--- src/rtl/nf_axis_metadata_tagger.sv ---
// Pairs each MAC RX frame with its stat FIFO word, tags TUSER of the first beat, drops bad frames.
// Optional frame byte-count check against the stat length: define METADATA_LEN_CHECK_EN.
//
// state | meaning
// IDLE  | bubble between frames; pops stat FIFO and latches length/good flag
// HEAD  | first beat of a good frame, TUSER carries length and source port
// SEND  | remaining beats of a good frame, TUSER zero
// DROP  | swallowing a bad frame without forwarding it
module nf_axis_metadata_tagger #(
  parameter int C_DATA_WIDTH    = 64,
  parameter int C_TUSER_WIDTH   = 128,
  parameter int META_DATA_WIDTH = 30,
  parameter int STAT_LEN_LSB    = 5,
  parameter int STAT_GOOD_BIT   = 1,
  parameter int FCS_BYTES       = 4,
  parameter int NUM_PORTS       = 4,
  parameter int C_CNT_WIDTH     = 32
) (
  input  logic                         axis_aclk,
  input  logic                         axis_reset,
  input  logic [C_DATA_WIDTH-1:0]      s_axis_tdata,
  input  logic [C_DATA_WIDTH/8-1:0]    s_axis_tkeep,
  input  logic [C_TUSER_WIDTH-1:0]     s_axis_tuser,
  input  logic                         s_axis_tvalid,
  input  logic                         s_axis_tlast,
  output logic                         s_axis_tready,
  output logic [C_DATA_WIDTH-1:0]      m_axis_tdata,
  output logic [C_DATA_WIDTH/8-1:0]    m_axis_tkeep,
  output logic [C_TUSER_WIDTH-1:0]     m_axis_tuser,
  output logic                         m_axis_tvalid,
  output logic                         m_axis_tlast,
  input  logic                         m_axis_tready,
  input  logic                         stat_fifo_empty,
  input  logic [META_DATA_WIDTH-1:0]   stat_fifo_din,
  output logic                         stat_fifo_rden,
  input  logic [7:0]                   src_port_num,
  output logic [C_CNT_WIDTH-1:0]       pkt_cnt,
  output logic [C_CNT_WIDTH-1:0]       drop_cnt,
  output logic [C_CNT_WIDTH-1:0]       len_err_cnt
);

  localparam int KW = C_DATA_WIDTH / 8;

  typedef enum logic [1:0] {S_IDLE, S_HEAD, S_SEND, S_DROP} state_t;

  state_t      r_state;
  state_t      w_state_nxt;
  logic [14:0] r_len;
  logic        r_good;

  logic [14:0] w_stat_len;
  logic [14:0] w_len_calc;
  logic        w_stat_good;
  logic [7:0]  w_onehot;
  logic        w_hs;
  logic        w_hs_last;
  logic        w_in_frame;

  assign w_stat_len  = stat_fifo_din[STAT_LEN_LSB +: 15];
  assign w_stat_good = stat_fifo_din[STAT_GOOD_BIT];
  // Runt stat lengths shorter than the FCS saturate to zero instead of wrapping
  assign w_len_calc  = (w_stat_len >= 15'(FCS_BYTES)) ? (w_stat_len - 15'(FCS_BYTES)) : 15'd0;
  assign w_hs        = s_axis_tvalid & m_axis_tready;
  assign w_hs_last   = w_hs & s_axis_tlast;
  assign w_in_frame  = (r_state == S_HEAD) || (r_state == S_SEND);

  always_comb begin
    w_onehot = 8'h01;
    if (src_port_num < 8'(NUM_PORTS)) begin
      w_onehot = 8'h01 << {src_port_num[1:0], 1'b0};
    end
  end

  always_comb begin
    w_state_nxt    = r_state;
    s_axis_tready  = 1'b0;
    m_axis_tdata   = '0;
    m_axis_tkeep   = '0;
    m_axis_tuser   = '0;
    m_axis_tvalid  = 1'b0;
    m_axis_tlast   = 1'b0;
    stat_fifo_rden = 1'b0;
    case (r_state)
      S_IDLE: begin
        if (!stat_fifo_empty) begin
          stat_fifo_rden = 1'b1;
          w_state_nxt    = w_stat_good ? S_HEAD : S_DROP;
        end
      end
      S_HEAD: begin
        s_axis_tready = m_axis_tready;
        m_axis_tdata  = s_axis_tdata;
        m_axis_tkeep  = s_axis_tkeep;
        m_axis_tvalid = s_axis_tvalid;
        m_axis_tlast  = s_axis_tlast;
        m_axis_tuser  = C_TUSER_WIDTH'({8'h00, w_onehot, 1'b0, r_len});
        if (w_hs) begin
          w_state_nxt = s_axis_tlast ? S_IDLE : S_SEND;
        end
      end
      S_SEND: begin
        s_axis_tready = m_axis_tready;
        m_axis_tdata  = s_axis_tdata;
        m_axis_tkeep  = s_axis_tkeep;
        m_axis_tvalid = s_axis_tvalid;
        m_axis_tlast  = s_axis_tlast;
        if (w_hs_last) begin
          w_state_nxt = S_IDLE;
        end
      end
      S_DROP: begin
        s_axis_tready = 1'b1;
        if (s_axis_tvalid && s_axis_tlast) begin
          w_state_nxt = S_IDLE;
        end
      end
      default: w_state_nxt = S_IDLE;
    endcase
  end

  always_ff @(posedge axis_aclk) begin
    if (axis_reset) begin
      r_state  <= S_IDLE;
      r_len    <= 15'd0;
      r_good   <= 1'b0;
      pkt_cnt  <= '0;
      drop_cnt <= '0;
    end else begin
      r_state <= w_state_nxt;
      if (r_state == S_IDLE && !stat_fifo_empty) begin
        r_len  <= w_len_calc;
        r_good <= w_stat_good;
      end
      if (w_in_frame && r_good && w_hs_last) begin
        pkt_cnt <= pkt_cnt + C_CNT_WIDTH'(1);
      end
      if (r_state == S_DROP && s_axis_tvalid && s_axis_tlast) begin
        drop_cnt <= drop_cnt + C_CNT_WIDTH'(1);
      end
    end
  end

`ifdef METADATA_LEN_CHECK_EN
  logic [15:0] r_byte_acc;
  logic [15:0] w_beat_bytes;
  logic [15:0] w_frame_bytes;

  always_comb begin
    w_beat_bytes = 16'd0;
    for (int i = 0; i < KW; i++) begin
      w_beat_bytes = w_beat_bytes + 16'(s_axis_tkeep[i]);
    end
  end

  // Includes the current beat so the compare on tlast sees the whole frame
  assign w_frame_bytes = r_byte_acc + w_beat_bytes;

  always_ff @(posedge axis_aclk) begin
    if (axis_reset) begin
      r_byte_acc  <= 16'd0;
      len_err_cnt <= '0;
    end else if (r_state == S_IDLE) begin
      r_byte_acc <= 16'd0;
    end else if (w_in_frame && w_hs) begin
      r_byte_acc <= w_frame_bytes;
      if (s_axis_tlast && (w_frame_bytes != {1'b0, r_len})) begin
        len_err_cnt <= len_err_cnt + C_CNT_WIDTH'(1);
      end
    end
  end
`else
  assign len_err_cnt = '0;
`endif

endmodule

--- config.mk ---
export PLATFORM = sky130hd
export DESIGN_NAME = nf_axis_metadata_tagger
export DESIGN_NICKNAME = d
export VERILOG_FILES = /design/src/rtl/nf_axis_metadata_tagger.sv
export SDC_FILE = /design/constraint.sdc
export NUM_CORES = 1
export LEC_CHECK = 0
export ABC_CLOCK_PERIOD_IN_PS = 2100
export CAP_MARGIN = 10
export CELL_PAD_IN_SITES_DETAIL_PLACEMENT = 1
export CELL_PAD_IN_SITES_GLOBAL_PLACEMENT = 2
export CORE_ASPECT_RATIO = 0.75
export CORE_MARGIN = 2
export CORE_UTILIZATION = 13
export CTS_CLUSTER_SIZE = 8
export DETAILED_ROUTE_END_ITERATION = 16
export GPL_TIMING_DRIVEN = 0
export PLACE_DENSITY = 0.82
export SETUP_SLACK_MARGIN = 0.5
export SYNTH_ARGS = -nofsm -noshare
export SYNTH_HDL_FRONTEND = slang
export SYNTH_SLANG_ARGS = --single-unit
--- constraint.sdc ---
create_clock -name axis_aclk -period 2.1 [get_ports axis_aclk]
set_input_delay 0.42 -clock axis_aclk [delete_from_list [all_inputs] [get_ports axis_aclk]]
set_output_delay 0.42 -clock axis_aclk [all_outputs]
set_load 0.01 [all_outputs]
# Word-level counts from Yosys, hierarchy flattened
# Cells that the tools add are included.
[totals]
wordCells = 48
reg_bits = 82
output_inout_bits = 300
in_bits = 244
[op_classes]
addsub = 3
order_cmp = 2
n_shift = 1
reduce_logical = 11
n_bitwise = 2
eq_ne = 7
n_mux = 17
[op_table]
columns = ["op", "n"]
rows = [
  ["$add A32 B1 Y32 const B", 2],
  ["$mux W64", 1],
  ["$mux W24", 1],
  ["$mux W8", 2],
  ["$ge A15 B3 Y1 const B", 1],
  ["$mux W15", 1],
  ["$sub A15 B3 Y15 const B", 1],
  ["$mux W2", 6],
  ["$lt A8 B3 Y1 const B", 1],
  ["$ne A2 B2 Y1 const B", 4],
  ["$pmux W2 S4", 1],
  ["$shl A1 B3 Y8 const A", 1],
  ["$logic_and A1 B1 Y1", 6],
  ["$eq A2 B2 Y1 const B", 2],
  ["$mux W1", 4],
  ["$reduce_and A4 Y1", 1],
  ["$and A1 B1 Y1", 2],
  ["$eq A2 B1 Y1 const B", 1],
  ["$logic_not A2 Y1", 1],
  ["$pmux W1 S2", 1],
  ["$reduce_or A2 Y1", 1],
  ["$logic_not A1 Y1", 1],
  ["$logic_or A1 B1 Y1", 1],
]

# Logic depth before layout (Yosys ltp)
# Gate-level depths: netlist of the first run.
[logic_depth]
word_depth = 4
mapped_depth = 9
depth_no_buf = 7

# Worst setup path before layout of the first run
# OpenSTA, ideal clock, no wires.
[synth_path]
path_kind = "flip-flop to flip-flop"
start = "register r_state[0]"
end = "register pkt_cnt[28]"
setup_ns = 0.070
t_required_ns = 2.030
period_less_slack_ns = 2.193
stages_incl_launch_ff = 9
slack_ns = -0.093
arrival_ns = 2.123
cell_sequence = "dfxtp_1 > inv_1 > ha_1 > and4_1 > buf_2 > nand4_1 > clkbuf_1 > or4_1 > a21oi_1"
[synth_via]
elab_chain_len = 4
elab_cells_between_ends = 5
classes_between = "eq/ne: 2; reduce/logical: 3"
[synth_rtl]
columns = ["element", "line", "rtl"]
rows = [
  ["from (decl)", "46", "state_t r_state;"],
  ["from (signal assigned)", "129", "r_state <= w_state_nxt;"],
  ["$eq A2 B1 Y1 or $eq A2 B2 Y1 (tied branches)", "65", "assign w_in_frame = (r_state == S_HEAD) || (r_state == S_SEND);"],
  ["$logic_or A1 B1 Y1 (*)", "65", ""],
  ["$logic_and A1 B1 Y1 (*) (2 in series)", "134", "if (w_in_frame && r_good && w_hs_last) begin"],
  ["to (signal assigned)", "135", "pkt_cnt <= pkt_cnt + C_CNT_WIDTH'(1);"],
  ["to (decl)", "37", "output logic [C_CNT_WIDTH-1:0] pkt_cnt,"],
]
# Mark *: on every way between the ends. The rest lies on a longest branch, timed or not.
# A chain may end at the register's enable or synchronous reset.

# Worst setup path after layout of the first run
[layout_path]
start = "register r_state[1]"
end = "output m_axis_tdata[8]"
[layout_via]
elab_chain_len = 3
elab_cells_between_ends = 4
classes_between = "eq/ne: 2; mux: 1; reduce/logical: 1"
[layout_rtl]
columns = ["element", "line", "rtl"]
rows = [
  ["$eq A2 B1 Y1 or $eq A2 B2 Y1 (tied branches)", "83", "case (r_state)"],
  ["$reduce_or A2 Y1 (no source line) (*)", "--", ""],
  ["$mux W64 (*)", "83", ""],
  ["to (decl)", "27", "output logic [C_DATA_WIDTH-1:0] m_axis_tdata,"],
]
# Marked as above.

==> impl_metrics.ini, run 1 <==
[critical_path]
ff2ff_path_depth = 5
cp_data_required_time_ns = 1.68
worstPathArrival_ns = 1.72
worst-r2r-setup-slack_ns = -0.03
slowest_stage = dfxtp_4
cp-start-kind = flop
cp_max_fo = 5
r2r-start = pkt_cnt[16]
endpoint_kind = output pin
worstPathBufferInverterCount = 5
cp_cell_sequence = inv_4 -> ha_4 -> buf_4 -> buf_6 -> buf_8 -> and2_4 -> buf_6
r2r-end = pkt_cnt[30]
critPathKind = reg -> out
critPathMostFrequentCell = buf_6
critPathMaxStageDelay_ns = 0.38
critPathTopFamily = buffers and inverters

[outcome]
status = complete, but fails checks
violations = setup timing

[placed_design]
place_hpwl_um = 21800
gp_congestion = 0.743
place_ws_ns = -0.931
place_area_um2 = 9920
port_buffers = 258

[final_layout]
fin_nets = 1492
fillCellCount = 5233
drive_gt1_frac = 0.467
syn2layout_area_growth_pct = 104
stdcell_area_um2 = 11900
finalCoreUtilization = 0.268

[synth]
ys_seq_elements = 82
synth_edf_count = 0
synthDominantCellAreaShare = 0.281
synth_area_leader_cell = dfxtp_1
ys_async_sr_fraction = 0
synth_area_per_cell_um2 = 7.77
synth_ff_type = dfxtp_1
synth_area_leaders = dfxtp_1 28%, buf_4 18%, and2_1 9.8%
synth-warning-count = 0
ys_seq_area_frac = 0.281
yosysMostFrequentCell = buf_4
netlist_top_cells_count = 141 x buf_4, 92 x and2_1, 82 x dfxtp_1
netlist_instances = 753
syn-cell-area_um2 = 5850
yosysUniqueCellTypes = 42

[floorplan]
std_cell_rows = 67
dieHeight_um = 188
initial_utilization = 0.131
fp.dieArea_um2 = 46700
pin_count = 544
core-area_um2 = 44500
fp.dieW_um = 249

[cts]
numCtsBuffers = 9
clkTransAtPathRegs_ns = 0.07
insertion_delay_ns = 0.36
clkSinkCount = 82
cts_root_buf = clkbuf_16
cts-hold-fix-buffers = 0
cts_buffer_depth = 2
htree_levels = 3
cts_tree = yes

[global_routing]
grt_max_degree = 15
antenna_found_initial = 1
grt_pass1_vias = 6701
grt_pass1_wl_um = 41400
gr-total-overflow = 0
grt_use_total = 0.116

[power_and_ir_drop]
power.density_nw_per_um2 = 738
ir_drop_mv = 0.602
leakage_nw = 5.83
power_mw = 8.80

[hold_path]
worst_hold_startpoint = r_len[0]
holdPathEnd = r_len[0]
min_delay_path_depth = 2
hold_path_class = reg -> reg

[sta]
hold_viol = 0
fin_crit_sh = 1.02
finClkSkew_ns = 0.0149
max_freq_ghz = 0.468
rsz0062_at_grt = true
slew_violations = 0
setup_viol_count_final = 38
worst_slack_ns = -0.0365
layout_min_cycle_time_ns = 2.14
setup-tns-final_ns = -0.606

[detailed_routing]
drc_errors = 0
route.detailed.wl_per_inst_um = 15.9
viasPerCell = 3.75
dr.pass1.iters = 4
drtIter0Drc = 234
routed_wl_um = 29200
route.vias.total = 6863
ant_nets = 0

[flow_run]
cap_violations = 0
-- sequential cells by signal, summed over array words and instances, names as in the netlist --
name	cells
pkt_cnt	32
r_state	2
drop_cnt	32
r_good	1
r_len	15
-- layout make-up --
cell class / instances / area (um^2) / area share
multi-input combinational: 620 / 4320 / 0.362
timing repair buffer: 335 / 3260 / 0.273
sequential: 82 / 1730 / 0.145
buffer: 178 / 1520 / 0.127
tap: 586 / 733 / 0.0615
clock buffer: 11 / 243 / 0.0203
clock inverter: 5 / 62.6 / 0.00524
inverter: 13 / 56.3 / 0.00472
antenna: 1 / 2.50 / 0.000210
-- metal layers --
metal / up-vias / part of all wire / routed length, um / track usage
met2: 207 / 0.51 / 14800 / 0.201
li1: 3314 / - / - / -
met1: 3328 / 0.42 / 12400 / 0.142
met3: 14 / 0.061 / 1790 / 0.0362
met5: - / 0 / 0 / 0
met4: 0 / 0.0085 / 248 / 0.0217
-- worst register-to-register path, cell delays in order, from the launching register on --
cell      delay (ns)
dfxtp_2         0.40
nand4_1         0.29
or4_1           0.57
clkbuf_2        0.21
or4_4           0.45
a21oi_2         0.15
-- worst max-delay path by stage --
| stage | cells after the start | slack [ns] | start | endpoint |
|---|---|---|---|---|
| 6_report | 7 | -0.04 | r_state[1] | m_axis_tdata[8] |
| 5_1_grt | 5 | -0.15 | pkt_cnt[16] | pkt_cnt[24] |
| 4_1_cts | 6 | -0.09 | r_state[1] | m_axis_tdata[36] |
| 3_5_place_dp | 5 | -0.93 | axis_reset | drop_cnt[11] |
| 3_3_place_gp | 5 | -0.91 | axis_reset | drop_cnt[10] |
| 2_1_floorplan | 8 | 0.15 | r_state[0] | pkt_cnt[15] |
-- report_power, final --
| group | leakage, nW | total [mW] | internal, mW | switching [mW] |
|---|---|---|---|---|
| clock | 0.148 | 1.73 | 0.966 | 0.761 |
| sequential | 0.688 | 1.68 | 1.62 | 0.0545 |
| combinational | 4.99 | 5.40 | 3.16 | 2.24 |
-- placed cells by master, fill, tap and decap left out, types with 6 or more instances in the layout --
cell type / n
buf_4: 185
conb_1: 141
buf_6: 87
clkdlybuf4s50_1: 86
and2_4: 56
nand2_1: 47
dfxtp_1: 40
dlygate4sd2_1: 40
buf_2: 39
and2_1: 36
nor2_1: 33
a21oi_1: 30
dfxtp_2: 29
dlymetal6s2s_1: 29
nand4_1: 27
a21oi_2: 21
o21ai_0: 19
or4_4: 17
xor2_1: 17
nand3_1: 16
clkbuf_16: 15
o31ai_1: 15
or4_1: 15
dfxtp_4: 13
buf_8: 12
clkbuf_8: 11
inv_1: 10
clkbuf_2: 10
and4_1: 9
xnor2_1: 8
nor2b_1: 8
nor4_4: 8
o31ai_2: 7
mux2_4: 7
and3_1: 6
or3_1: 6
o31ai_4: 6
-- cell families after synthesis --
logic type | Yosys count | synth area share
AO/OA/AOI/OAI | 113 | 0.114
XOR/XNOR | 27 | 0.0404
adder cells (fa/ha/maj) | 9 | 0.0192
buffers and inverters | 191 | 0.215
flip-flops | 82 | 0.281
multiplexers | 7 | 0.0135
other | 1 | 0.000641
AND/OR/NAND/NOR | 323 | 0.317
-- repair_timing --
item / 4_1_cts / 5_1_grt
setup buffers: 33 / 32
gates resized for setup: 678 / 182
pin swaps: 72 / 50
cloned: 10 / 2
setup endpoints to repair: 241 / 201
-- through the flow --
step	hold slack (ns)	instances
after global routing	0.486	1831
after CTS	0.455	1796
after floorplan	0.417	893
final	0.452	1831
after global placement	0.431	1737
after detailed placement	0.440	1737
(Power assumes the default switching activity.)
==> run 2: changes to the inputs <==
Settings changed: SLEW_MARGIN set to 25.
==> results of run 2 <==
Final layout, timing and power as in run 1 (identical DEF).
==> run 3: changes to the inputs <==
Settings changed: CAP_MARGIN 10 to 20, SETUP_SLACK_MARGIN 0.5 to 0.2.
==> run 3 against run 2 <==
  * Worst hold slack improved by 0.024 ns
  * Register-to-register slack lost 0.06 ns
  * The run still ends with setup timing left
  * Sequential share of layout area is 0.47 points lower
  * Sequential cell count stayed put
  * Routed wire length rose by 6.1%
  * Total power rose by 7.6%
  * Critical endpoint is now m_axis_tkeep[2]
  * Utilization up 0.54 points
  * Combinational power increased by 15%
  * Final cell count is 1.1% higher
==> impl_metrics.ini, run 3 (same netlist as run 1, synthesis figures left out) <==
[critical_path]
r2r-start = r_state[1]
r2r-end = pkt_cnt[28]
worstPathArrival_ns = 1.79
worst-r2r-setup-slack_ns = -0.09
endpoint_kind = output pin
cp_max_fo = 4
cp_data_required_time_ns = 1.68
cp-start-kind = flop
critPathKind = reg -> out
ff2ff_path_depth = 10

[flow_run]
cap_violations = 0

[final_layout]
n_antenna_cell = 0
final_common_cell = buf_4
drive_gt1_frac = 0.468
mostFrequentLayoutCells = 193 x buf_4, 153 x clkdlybuf4s50_1, 141 x conb_1
final_cells = 1851
fin_nets = 1513
syn2layout_area_growth_pct = 108
stdcell_area_um2 = 12200
top_regs = drop_cnt (32), pkt_cnt (32), r_len (15)

[global_routing]
grt_max_degree = 17
grt_pass1_vias = 7054
antenna_found_initial = 0
gr-total-overflow = 0
grt_pass1_wl_um = 44400
grt_use_total = 0.125

[hold_path]
worst_hold_startpoint = r_len[3]
holdPathEnd = r_len[3]
hold_path_class = reg -> reg
min_delay_path_depth = 2

[cts]
insertion_delay_ns = 0.35
cts_tree = yes
cts_root_buf = clkbuf_16
clkTransAtPathRegs_ns = 0.07
htree_levels = 3
cts_buffer_depth = 2
numCtsBuffers = 9
cts-hold-fix-buffers = 0
clkSinkCount = 82

[sta]
max_freq_ghz = 0.452
hold_viol = 0
layout_min_cycle_time_ns = 2.21
rsz0062_at_grt = true
slew_violations = 0
setup_viol_count_final = 81
worst_slack_ns = -0.112
finClkSkew_ns = 0.0124
worstMarginPinSlew_ns = 0.750
slew_headroom = 0.496
fin_crit_sh = 1.05

[outcome]
violations = setup timing
status = complete, but fails checks

[power_and_ir_drop]
power_mw = 9.47
power.density_nw_per_um2 = 778
leakage_nw = 5.30
ir_drop_mv = 0.502

[detailed_routing]
dr.pass1.iters = 4
viasPerCell = 3.80
route.vias.total = 7033
routed_wl_um = 31000
route.detailed.wl_per_inst_um = 16.7
ant_nets = 0
drtIter0Drc = 213
drc_errors = 0

[placed_design]
place_area_um2 = 9780
port_buffers = 258
dp_cells = 1737
gp_congestion = 0.783
place_hpwl_um = 23300

[floorplan]
dieHeight_um = 188
initial_utilization = 0.131
fp.dieArea_um2 = 46700
core-area_um2 = 44500
std_cell_rows = 67
fp.dieW_um = 249
pin_count = 544
run 3: cell types whose count changed in the layout (fill, tap and decap cells not counted), moves of 14 or more:
cell	delta
and2_1	-19
dlygate4sd2_1	-37
dlymetal6s2s_1	-25
buf_2	-14
buf_6	+19
and2_4	+19
clkdlybuf4s50_1	+67
dfxtp_2	-15
dfxtp_1	+16
run 3: worst max path at each step:
stage | start | to | slack, ns | depth (start not counted)
2_1_floorplan | r_state[0] | pkt_cnt[28] | 0.13 | 8
3_3_place_gp | r_state[0] | m_axis_tdata[53] | -1.01 | 6
3_5_place_dp | r_state[1] | m_axis_tdata[53] | -1.00 | 6
4_1_cts | r_state[1] | m_axis_tvalid | -0.17 | 6
5_1_grt | r_state[0] | pkt_cnt[28] | -0.20 | 10
6_report | r_state[1] | m_axis_tkeep[2] | -0.11 | 8
run 3: repair_timing:
action	CTS	global route
gates cloned	8	4
pin swaps	77	63
setup buffers	67	19
gates resized for setup	617	229
setup endpoints to repair	177	173
run 3: worst max-delay path: stages, from the launching register on:
cell	delay [ns]
dfxtp_4	0.37
inv_4	0.04
ha_4	0.27
buf_4	0.14
buf_6	0.10
buf_8	0.12
buf_6	0.11
and2_1	0.15
buf_6	0.12
run 3: layer usage:
layer / up-vias / track usage / wire length [um]
met2: 251 / 0.215 / 15300
met3: 25 / 0.0247 / 1890
met1: 3401 / 0.158 / 13200
li1: 3356 / - / -
met4: 0 / 0.0343 / 652
met5: - / 0 / 0
run 3: metrics by stage:
stage / util / setup TNS, ns / hold slack, ns / worst slack [ns]
floorplan: - / 0 / 0.417 / 0.128
global placement: 0.220 / -90.07 / 0.448 / -1.01
detailed placement: 0.220 / -94.42 / 0.453 / -1.00
CTS: 0.254 / -7.04 / 0.478 / -0.172
global route: 0.273 / -11.65 / 0.507 / -0.199
finish: 0.273 / -4.42 / 0.476 / -0.112
run 3: cell type report:
class                      count  area [um^2]
fill                        5230        32300
multi-input combinational    620         4310
timing repair buffer         356         3600
sequential                    82         1700
buffer                       178         1480
tap                          586          733
clock buffer                   9          225
clock inverter                 7         56.3
inverter                      13         56.3
run 3: power breakdown:
group | leakage [nW] | switching, mW | internal, mW | total (mW)
clock | 0.139 | 0.757 | 0.823 | 1.58
combinational | 4.48 | 2.50 | 3.70 | 6.20
sequential | 0.680 | 0.0631 | 1.62 | 1.69
